--- src/rtl/game_timer_pkg.sv ---
// Shared types and helpers for the N-digit BCD game timer.
package game_timer_pkg;

  typedef enum logic [1:0] {
    IDLE    = 2'd0,
    RUN     = 2'd1,
    PAUSED  = 2'd2,
    EXPIRED = 2'd3
  } timer_state_t;

  localparam logic [3:0] BCD_MAX = 4'd9;

  function automatic int prescaler_width(input int clock_frequency);
    return $clog2(clock_frequency);
  endfunction

  // Out-of-range preload digits saturate rather than wrap.
  function automatic logic [3:0] clamp_digit(input logic [3:0] digit);
    if (digit > BCD_MAX) begin
      return BCD_MAX;
    end else begin
      return digit;
    end
  endfunction

endpackage

--- src/rtl/bcd_game_timer_checker.sv ---
// Structural invariants of the timer outputs, kept out of the datapath.
module bcd_game_timer_checker #(
  parameter int DIGITS = 2
) (
  input logic                  ClockIn,
  input logic                  Resetn,
  input logic [4*DIGITS-1:0]   BcdValue,
  input logic                  Running,
  input logic                  Expired,
  input logic                  Done
);

  a_done_implies_expired: assert property (
    @(posedge ClockIn) disable iff (!Resetn) Done |-> Expired);

  a_running_excludes_expired: assert property (
    @(posedge ClockIn) disable iff (!Resetn) !(Running && Expired));

  a_done_single_cycle: assert property (
    @(posedge ClockIn) disable iff (!Resetn) Done |=> !Done);

  for (genvar i = 0; i < DIGITS; i++) begin : g_digit_check
    a_digit_is_bcd: assert property (
      @(posedge ClockIn) disable iff (!Resetn) BcdValue[4*i +: 4] <= 4'd9);
  end

endmodule

--- src/rtl/bcd_game_timer_tick_prescaler.sv ---
// Reloadable down-counter: Tick is high for the one enabled cycle in which the count is zero.
module tick_prescaler
  import game_timer_pkg::*;
#(
  parameter int CLOCK_FREQUENCY = 50000000
) (
  input  logic ClockIn,
  input  logic Resetn,
  input  logic Reload,
  input  logic Enable,
  output logic Tick
);

  localparam int WIDTH = prescaler_width(CLOCK_FREQUENCY);
  localparam logic [WIDTH-1:0] RELOAD_VALUE = WIDTH'(CLOCK_FREQUENCY - 1);
  localparam logic [WIDTH-1:0] ONE          = WIDTH'(1);

  logic [WIDTH-1:0] count_r;

  // Count down while enabled, wrap to the reload value on zero, hold otherwise.
  always_ff @(posedge ClockIn) begin
    if (!Resetn) begin
      count_r <= RELOAD_VALUE;
    end else if (Reload) begin
      count_r <= RELOAD_VALUE;
    end else if (Enable) begin
      count_r <= (count_r == '0) ? RELOAD_VALUE : (count_r - ONE);
    end else begin
      count_r <= count_r;
    end
  end

  assign Tick = Enable && (count_r == '0);

endmodule

--- src/rtl/bcd_game_timer.sv ---
// N-digit BCD up/down game timer with preload, pause, clear and terminal-count pulse.
module bcd_game_timer
  import game_timer_pkg::*;
#(
  parameter int CLOCK_FREQUENCY = 50000000,
  parameter int DIGITS          = 2
) (
  input  logic                ClockIn,
  input  logic                Resetn,
  input  logic                Clear,
  input  logic                Load,
  input  logic [4*DIGITS-1:0] LoadValue,
  input  logic                CountDown,
  input  logic                Start,
  input  logic                Pause,
  output logic [4*DIGITS-1:0] BcdValue,
  output logic                Running,
  output logic                Expired,
  output logic                Done
);

  timer_state_t        state_r;
  logic [4*DIGITS-1:0] value_r;
  logic                count_down_r;
  logic                running_r;
  logic                expired_r;
  logic                done_r;

  logic [4*DIGITS-1:0] step_value_s;
  logic [4*DIGITS-1:0] load_value_s;
  logic [DIGITS-1:0]   digit_max_s;
  logic [DIGITS-1:0]   digit_min_s;
  logic [DIGITS-1:0]   step_max_s;
  logic [DIGITS-1:0]   step_min_s;
  logic                value_terminal_s;
  logic                step_terminal_s;
  logic                presc_reload_s;
  logic                presc_enable_s;
  logic                tick_s;

  // Each digit steps when every lower digit is at its wrap point, so no ripple chain is needed.
  for (genvar i = 0; i < DIGITS; i++) begin : g_digit
    logic [3:0] digit_s;
    logic [3:0] step_digit_s;
    logic       step_in_s;

    assign digit_s        = value_r[4*i +: 4];
    assign digit_max_s[i] = (digit_s == BCD_MAX);
    assign digit_min_s[i] = (digit_s == 4'd0);

    if (i == 0) begin : g_lsd
      assign step_in_s = 1'b1;
    end else begin : g_upper
      assign step_in_s = count_down_r ? (&digit_min_s[i-1:0]) : (&digit_max_s[i-1:0]);
    end

    // Single-digit BCD increment/decrement with wrap.
    always_comb begin
      step_digit_s = digit_s;
      if (!step_in_s) begin
        step_digit_s = digit_s;
      end else if (count_down_r) begin
        step_digit_s = (digit_s == 4'd0) ? BCD_MAX : (digit_s - 4'd1);
      end else begin
        step_digit_s = (digit_s == BCD_MAX) ? 4'd0 : (digit_s + 4'd1);
      end
    end

    assign step_value_s[4*i +: 4] = step_digit_s;
    assign step_max_s[i]          = (step_digit_s == BCD_MAX);
    assign step_min_s[i]          = (step_digit_s == 4'd0);
    assign load_value_s[4*i +: 4] = clamp_digit(LoadValue[4*i +: 4]);
  end

  assign value_terminal_s = count_down_r ? (&digit_min_s) : (&digit_max_s);
  assign step_terminal_s  = count_down_r ? (&step_min_s)  : (&step_max_s);

  // The prescaler sits at its reload value whenever the timer is not counting.
  assign presc_reload_s = Clear || (state_r == IDLE) || (state_r == EXPIRED);
  assign presc_enable_s = (state_r == RUN) && !Pause && !value_terminal_s;

  tick_prescaler #(
    .CLOCK_FREQUENCY(CLOCK_FREQUENCY)
  ) u_prescaler (
    .ClockIn (ClockIn),
    .Resetn  (Resetn),
    .Reload  (presc_reload_s),
    .Enable  (presc_enable_s),
    .Tick    (tick_s)
  );

  // Timer state machine with registered value and status outputs.
  always_ff @(posedge ClockIn) begin
    if (!Resetn) begin
      state_r      <= IDLE;
      value_r      <= '0;
      count_down_r <= 1'b0;
      running_r    <= 1'b0;
      expired_r    <= 1'b0;
      done_r       <= 1'b0;
    end else if (Clear) begin
      state_r   <= IDLE;
      value_r   <= '0;
      running_r <= 1'b0;
      expired_r <= 1'b0;
      done_r    <= 1'b0;
    end else begin
      done_r <= 1'b0;
      case (state_r)
        IDLE: begin
          if (Load) begin
            value_r <= load_value_s;
          end else if (Start) begin
            count_down_r <= CountDown;
            state_r      <= RUN;
            running_r    <= 1'b1;
          end else begin
            state_r <= IDLE;
          end
        end
        RUN: begin
          if (Pause) begin
            state_r   <= PAUSED;
            running_r <= 1'b0;
          end else if (value_terminal_s) begin
            // Started on an already-terminal value: expire without wrapping.
            state_r   <= EXPIRED;
            running_r <= 1'b0;
            expired_r <= 1'b1;
            done_r    <= 1'b1;
          end else if (tick_s) begin
            value_r <= step_value_s;
            if (step_terminal_s) begin
              state_r   <= EXPIRED;
              running_r <= 1'b0;
              expired_r <= 1'b1;
              done_r    <= 1'b1;
            end else begin
              state_r <= RUN;
            end
          end else begin
            state_r <= RUN;
          end
        end
        PAUSED: begin
          if (!Pause) begin
            state_r   <= RUN;
            running_r <= 1'b1;
          end else begin
            state_r <= PAUSED;
          end
        end
        EXPIRED: begin
          if (Load) begin
            value_r   <= load_value_s;
            state_r   <= IDLE;
            expired_r <= 1'b0;
          end else begin
            state_r <= EXPIRED;
          end
        end
        default: begin
          state_r   <= IDLE;
          running_r <= 1'b0;
          expired_r <= 1'b0;
        end
      endcase
    end
  end

  assign BcdValue = value_r;
  assign Running  = running_r;
  assign Expired  = expired_r;
  assign Done     = done_r;

  bcd_game_timer_checker #(
    .DIGITS(DIGITS)
  ) u_checker (
    .ClockIn  (ClockIn),
    .Resetn   (Resetn),
    .BcdValue (value_r),
    .Running  (running_r),
    .Expired  (expired_r),
    .Done     (done_r)
  );

endmodule

--- config.mk ---
export PLATFORM = sky130hd
export DESIGN_NAME = bcd_game_timer
export DESIGN_NICKNAME = d
export VERILOG_FILES = /design/src/rtl/game_timer_pkg.sv /design/src/rtl/bcd_game_timer_checker.sv /design/src/rtl/bcd_game_timer_tick_prescaler.sv /design/src/rtl/bcd_game_timer.sv
export SDC_FILE = /design/constraint.sdc
export NUM_CORES = 1
export LEC_CHECK = 0
export CELL_PAD_IN_SITES_DETAIL_PLACEMENT = 1
export CELL_PAD_IN_SITES_GLOBAL_PLACEMENT = 1
export CORE_MARGIN = 2
export CORE_UTILIZATION = 38
export DETAILED_ROUTE_END_ITERATION = 10
export GPL_TIMING_DRIVEN = 0
export PLACE_DENSITY_LB_ADDON = 0.1
export SETUP_SLACK_MARGIN = 0.05
export SYNTH_ARGS = -nofsm -noshare
export SYNTH_HDL_FRONTEND = slang
export SYNTH_SLANG_ARGS = --single-unit
--- constraint.sdc ---
create_clock -name ClockIn -period 2.4 [get_ports ClockIn]
set_clock_uncertainty 0.15 [all_clocks]
set_input_delay 0.36 -clock ClockIn [delete_from_list [all_inputs] [get_ports ClockIn]]
set_output_delay 0.36 -clock ClockIn [all_outputs]
set_load 0.005 [all_outputs]
==> results summary, run 1 <==
The flow ran to the end, but the final reports show violations. The checks that failed: negative setup slack. Once the floorplan was initialized, standard cells occupied 39.6% of the core.

The count of standard-cell rows came out at 29. The share of the clock period used by the worst path is 109%. After global routing the overflow that remains totals 0. CTS saw 40 sinks.

The ratio of cells with drive above 1 in the final layout is approximately 37%. The overall routing resource usage is 21.7%. The average instance area after synthesis is 8.08 um2. The max-capacitance violation count came out at 0. Of the synthesized area, sequential elements account for 31.5%. The violation count after the first detailed-routing iteration came out at 64. The die boundary width came out at 85.8 um. The clock-pin slew reported for the worst setup and hold paths after clock tree synthesis is 100 ps. The critical path arrival is about 2700 ps. Global routing used between 30% and 40% of the available met2 tracks. The time the final worst path needs with I/O delays and setup came out at 2610 ps. Along the worst path, the maximum fanout reaches 10. The worst-case setup margin in the final layout came out at -208 ps. In this run, CTS created clock tree buffers numbering 5.

The final count of hold timing violations came to 0. The total setup violations reported at the end of the flow came out at 22. In this run the vertical extent of the chip is 85.8 um. The instance count of the mapped netlist came out at 315.

Yosys instantiated no cell more often than dfxtp_1. The DRC violation count after routing came out at 0. The number of hold buffers added after CTS was 0. The total die area is 7370 um2.

The synthesized netlist contains 63 unique library cells. The number of antenna repair diodes came out at 0. Entering global routing, the biggest net connects 15 pins. The largest total area in the synthesized netlist belongs to dfxtp_1. In this run the tightest slew margin relative to its limit is 62.1%. The number of nets in the synthesized netlist is 335. The relative area change from synthesis to final layout is 50.0%. For the pin with the worst max-slew slack, the measured transition is about 570 ps. STA classifies the critical path endpoint as a register. The nature of the critical path startpoint is a register. For this block, the routed nets add up to 8500 um of wire. The highest attainable clock frequency is 383 MHz. In the final routed layout, each cell accounts on average for 18.4 um. The critical path in this run is classified as register to register.

The clock latency on the worst-skew pair is a little over 300 ps. The required time of the critical path came out at 2470 ps. The deepest clock path buffer count came out at 2.

Hold timing on the final database bottoms out at a slack of 342 ps. The number of pins with negative max-slew slack in the final report is 0. Summing every instance area after synthesis gives 2540 um2. The total power density per cell area came out at 406 nW/um2. The maximum vdd ir drop is between 0.2 and 0.25 mV. In the routed layout, each cell is associated on average with a via count of approximately 5.6. The net total in the final layout is approximately 410. The core area came out at between 6000 and 7000 um2.

The total iterations of the first detailed-routing run is 4. The maximum level of the CTS H-tree came out at 2. The completed layout was analyzed and its total power is 0.00155 W. The synthesis-stage register bit count is 40. By area the synthesized netlist is led by dfxtp_1 (31%), nand2_1 (5.2%), xnor2_1 (5.2%). The global routing's busiest layer is met2. The async set-reset flop share out of synthesis is 0%. The leakage power came out at roughly 1.4 nW.

The last weighted congestion value of the routability-driven placer came out at 0.810. The master cell of the clock root buffer is clkbuf_8. The number of antenna violations at the first check in global routing was 0.

The wire length of the first global-routing pass is 12900 um. Global routing consumed, on the met3 layer, approximately 3.2% of the routing resources. The TritonCTS clock tree is yes. The via count of the first global-routing pass came to 2673. Setup repair after global routing could not meet its margin everywhere. The remaining antenna violation count is 0. The detailed-route via count came out at 2600. The met1 routing resource usage after global routing came out at 25.8%. The top flip-flop cell by instance count after synthesis is dfxtp_1. Yosys printed 0 warnings. The top-level I/O count is 26. The synthesized design contains 0 enable-type register cells. The fraction of synthesized cell area taken by the top area cell type came out at around a third.

The worst min-delay path category is register to register. In the synthesized netlist, the cells that appear most often are dfxtp_1 (40), nand2_1 (35), nor2_1 (32), a21oi_1 (15), xnor2_1 (15). During placement, the flow inserted port buffers numbering 25. Detailed placement finished with a half-perimeter wire length of between 4000 and 5000 um.
==> through the flow <==
| step | TNS [ps] | cells | utilization (%) | setup slack [ps] | instance area (um2) |
|---|---|---|---|---|---|
| 6_report | -1650 | 463 | 59.5 | -208 | 3820 |
| 5_1_grt | -3420 | 463 | 59.5 | -311 | 3820 |
| 4_1_cts | -1910 | 448 | 55.3 | -177 | 3550 |
| 3_5_place_dp | -6970 | 417 | 45.7 | -391 | 2940 |
| 3_3_place_gp | -6280 | 417 | 45.7 | -360 | 2940 |
| 2_1_floorplan | -128 | 315 | - | -64.0 | 2590 |
==> path summary, 6_finish.rpt <==
| check | slack, ps | start | cells past startpoint | end |
|---|---|---|---|---|
| worst max-delay path | -210 | BcdValue[4]$_SDFFE_PP0P_ | 9 | Running$_SDFFE_PP0P_ |
| worst min-delay path | 340 | u_prescaler.count_r[3]$_SDFFE_PP1P_ | 2 | u_prescaler.count_r[3]$_SDFFE_PP1P_ |
| worst max register to register | -210 | BcdValue[4]$_SDFFE_PP0P_ | 9 | Running$_SDFFE_PP0P_ |
| worst min register to register | 340 | u_prescaler.count_r[3]$_SDFFE_PP1P_ | 2 | u_prescaler.count_r[3]$_SDFFE_PP1P_ |
==> registers in the layout, summed over array words and instances, names as in the netlist <==
signal               cells
BcdValue                 8
state_r                  2
u_prescaler.count_r     26
Expired                  1
Done                     1
count_down_r             1
Running                  1
==> where the power goes <==
part | internal (W) | switching [W]
Combinational | 0.000142 | 0.000130
Clock | 0.000314 | 0.000286
Sequential | 0.000669 | 0.00000772
Total | 0.00113 | 0.000424
==> cells by family (layout without fill, tap and decap cells) <==
| family | Yosys count | after routing | share of synthesized area (%) |
|---|---|---|---|
| simple gates | 156 | 156 | 35.1 |
| mux | 2 | 2 | 0.787 |
| compound gates | 60 | 60 | 16.8 |
| xor+xnor | 23 | 23 | 7.92 |
| flops | 40 | 40 | 31.5 |
| fa+ha+maj | 5 | 5 | 2.46 |
| buf+inv | 29 | 100 | 5.56 |
==> area by class of cell <==
cell class                      instances  area (um2)
Timing Repair Buffer                   66         688
Clock buffer                            5        68.8
Inverter                               10        37.5
Tap cell                               77        96.3
Clock inverter                          3        46.3
Buffer                                 16         143
Multi-Input combinational cell        246        1920
Sequential cell                        40         823
Fill cell                             723        2600
==> what timing repair did <==
| item | in CTS | in global routing |
|---|---|---|
| setup endpoints to repair | 38 | 38 |
| pin swaps | 34 | 26 |
| gates cloned | 3 | 0 |
| setup buffers | 22 | 16 |
| resized for setup | 62 | 51 |
==> worst max-delay path, stage by stage, from the launching register on <==
cell      delay, ps
dfxtp_2         350
buf_6           150
nor4b_4         310
a21bo_2         180
o211ai_1        110
or4b_4          600
buf_6           140
o31ai_4         180
a21oi_1          90
a311oi_1        250
==> cells in the final DEF, fill, tap and decap left out, types with 5 or more instances in the layout <==
cell type / synthesis / layout
nor2_1: 32 / 29
buf_4: 2 / 29
dfxtp_1: 40 / 28
clkdlybuf4s50_1: 0 / 25
nand2_1: 35 / 19
nand2_2: 0 / 16
xnor2_1: 15 / 13
a21oi_1: 15 / 13
buf_6: 2 / 11
inv_1: 10 / 10
nor2b_1: 11 / 10
dfxtp_2: 0 / 9
nor3_1: 12 / 8
o21ai_0: 12 / 8
xor2_1: 8 / 6
nand2b_1: 5 / 5
nand4_1: 5 / 5
o21ai_1: 4 / 5
clkbuf_8: 0 / 5
==> layer usage <==
metal / vias to the layer above / wire length [um]
met5: - / 0
met4: 0 / 131
li1: 1255 / -
met3: 11 / 237
met1: 1279 / 3690
met2: 55 / 4440
Power figures use the tool's default switching activity.
==> run 2, diff against run 1 <==
Settings changed: CAP_MARGIN from default to 20, CORE_UTILIZATION 38 to 40, CTS_BUF_LIST from default to sky130_fd_sc_hd__clkbuf_4.
==> run 2 against run 1 <==
Against the previous run: the run still ends with negative setup slack left; worst setup slack improved by 4.7 ps; core utilization rose by 0.71 points; critical path depth fell by 1; first-iteration DRC count fell by 7.8%; critical path type unchanged; final cell count fell by 1.1%; via count fell by 3.0%; clock-buffer cell count did not move; clock power fell by 22%; highest routed layer unchanged; combinational power fell by 4%; power fell by 9.2%; register-to-register slack barely moved; non-clock buffer count fell by 5.
==> results summary, run 2 (same netlist as run 1, synthesis figures left out) <==
The run finished, with violations left. The final reports fail on negative setup slack. The register with the most flip-flops is u_prescaler.count_r. The total die area came out at 7020 um2. Along the worst hold path, the cell count comes to 2.

The total iterations of the first detailed-routing run came out at 4. Global routing used 21.4% of the available tracks across all layers. The total power density per cell area came out at 374 nW/um2. The leakage power came out at 1.36 nW.

The share of total power dissipated in the clock network is 33.2%. The core area is 6240 um2. Tracing the worst setup path back leads to its startpoint at BcdValue[3]$_SDFFE_PP0P_. The number of pins with negative max-slew slack in the final report is 0.

The overflow left after global routing is 0. After clock tree synthesis, the clock-pin slew on the worst setup and hold paths is 130 ps. The final count of hold timing violations came out at 0. From left edge to right edge, the die measures roughly 84 um. In the final layout, the registers with the most flip-flops are u_prescaler.count_r x26, BcdValue x8, state_r x2.

The clock buffer count from CTS is 5. The average detailed-routed wire length per instance came out at roughly 17 um. The maximum vdd ir drop came out at 0.221 mV.

The number of antenna violations at the first check in global routing came out at 0. The biggest cell delay along the critical path is 550 ps. The max-slew headroom at the worst pin is 58.5%. The share of total power dissipated in sequential elements is 48.3%.

The design draws 0.00141 W. The terminus of the critical flop-to-flop path is Expired$_SDFFE_PP0P_. The clock passes through at most 2 buffers. The tightest hold path in the finished design has a slack of 367 ps. The vertical die dimension is 83.8 um.

TritonCTS built the clock tree. The switching share of power came out at around 27%. Combinational logic burns a little under a fifth of the power. The critical path arrival came out at 2720 ps.

The flip-flop count of the largest register after layout is 26. The number of filler instances in the final layout came out at 730. The tool flagged a number of max-cap violations equal to 0. Clock tree synthesis found a total of 40 sinks. The pin count of the biggest net entering global routing came out at 14.

The effective utilization at floorplan came out at 40.8%. The number of antenna repair diodes came out at 0. For this run, the top clock speed supported by timing is about 380 MHz.

The largest fanout on the critical path came out at 4. Subtracting the final worst setup slack from the clock period gives between 2000 and 3000 ps. The worst setup path is captured at a register. The overall routed net length came out at just under 8000 um. The root buffer cell chosen for the clock tree is clkbuf_4. The worst setup path is launched from a register.

The maximum level of the CTS H-tree came out at 2. Buffers placed on the I/O ports in this run total 25. The share of the clock period used by the worst path is 108%. The slack of the worst reg-to-reg path came out at -200 ps. The net total in the final layout is 400. The via count normalized by instance count is 5.51. The last weighted congestion value of the routability-driven placer came out at roughly 0.80. The wire length of the first global-routing pass is roughly 12000 um. Setup repair after global routing could not meet its margin everywhere. The detailed-route via count came out at 2523.

Among all stages on the critical path, the largest delay is contributed by or4b_4. The violation count after the first detailed-routing iteration is 59. The cell-internal power came out at 0.00103 W. The DRC violation count after routing came out at 0. The count of standard-cell rows is 29. For the worst flop-to-flop path, the logic depth is 8. The tightest min-delay check is of the register to register type.

After legalization and detailed placement, the total HPWL measured 4710 um. The ratio of cells with drive above 1 in the final layout came out at 34.9%. For hold timing, the worst endpoint is u_prescaler.count_r[3]$_SDFFE_PP1P_. The clock latency on the worst-skew pair is 360 ps. The actual slew at the worst max-slew pin came out at 622 ps. The worst register-to-register path begins at BcdValue[3]$_SDFFE_PP0P_.

In the layout the commonest cells are dfxtp_1 (28), nor2_1 (28), nand2_1 (26), clkdlybuf4s50_1 (25), buf_4 (23). The critical path is of the register to register type. STA puts the critical path data required time at between 2000 and 3000 ps. The remaining antenna violation count is 0.

The worst-case setup margin in the final layout is -203 ps. Walking the worst path, the cells encountered are buf_6 > or2_1 > a221oi_2 > o211ai_1 > or4b_4 > o31ai_4 > a31oi_1 > a22o_1. The relative area change from synthesis to final layout is 47.5%.

Setup violations remaining at the end of the flow were counted as 30. 26 I/O pins were placed. The worst hold path begins at u_prescaler.count_r[3]$_SDFFE_PP1P_.

The analysis attributes to net switching a power of 0.000380 W. The via count of the first global-routing pass is 2498.
## run 2: worst max path at each step
stage                                                       to  slack, ps  depth (start not counted)
after global routing                      Running$_SDFFE_PP0P_       -330                          8
after floorplan                       BcdValue[3]$_SDFFE_PP0P_        -60                          9
final                                     Expired$_SDFFE_PP0P_       -200                          8
after global placement                    Expired$_SDFFE_PP0P_       -360                          9
after CTS                                 Expired$_SDFFE_PP0P_       -210                          9
after detailed placement  u_prescaler.count_r[25]$_SDFFE_PP1P_       -370                          8
## run 2: routing by layer
layer	GRT usage (%)	part of all wire [%]	wire, um
met1	26.9	44	3410
met2	38.8	52	3970
met3	3.17	2.3	175
met4	4.40	1.6	125
met5	0	0	0
## run 2: final cells by class
| class | count | area, um2 | share of cell area (%) |
|---|---|---|---|
| repair buffers | 61 | 662 | 17.6 |
| inverters | 10 | 37.5 | 1.00 |
| multi-input cells | 246 | 1930 | 51.3 |
| well taps | 77 | 96.3 | 2.57 |
| clock buffers | 5 | 37.5 | 1.00 |
| flip-flops and latches | 40 | 818 | 21.8 |
| clock inverters | 3 | 42.5 | 1.13 |
| plain buffers | 16 | 135 | 3.60 |
## run 2: through the flow
step                      cell area [um2]  setup TNS (ps)  util, %  cells  setup slack (ps)
after floorplan                      2590            -128        -    315             -64.0
after global placement               2940           -5980     47.1    417              -356
after detailed placement             2940           -6580     47.1    417              -374
after CTS                            3440           -2270     55.1    444              -206
after global routing                 3750           -5240     60.2    458              -332
final                                3750           -3420     60.2    458              -203
## run 2: repair_timing
item | 4_1_cts | 5_1_grt
endpoints found under the setup margin | 38 | 38
hold buffers | 0 | 0
setup buffers | 19 | 15
pin swaps | 24 | 21
cloned | 2 | 0
gates resized for setup | 53 | 50
## run 2: power groups by stage
stage / Combinational [W] / Clock [W] / Sequential, W
2_1_floorplan: 0.000118 / 0 / 0.000693
3_3_place_gp: 0.000187 / 0 / 0.000694
3_5_place_dp: 0.000188 / 0 / 0.000694
4_1_cts: 0.000231 / 0.000479 / 0.000679
5_1_grt: 0.000279 / 0.000510 / 0.000681
6_report: 0.000260 / 0.000466 / 0.000680
## run 2: worst max-delay path: cells and delay by family, from the launching register on
kind | cells | cell delay, ps
simple gates | 2 | 780
buf+inv | 1 | 110
flops | 1 | 390
compound gates | 5 | 1080
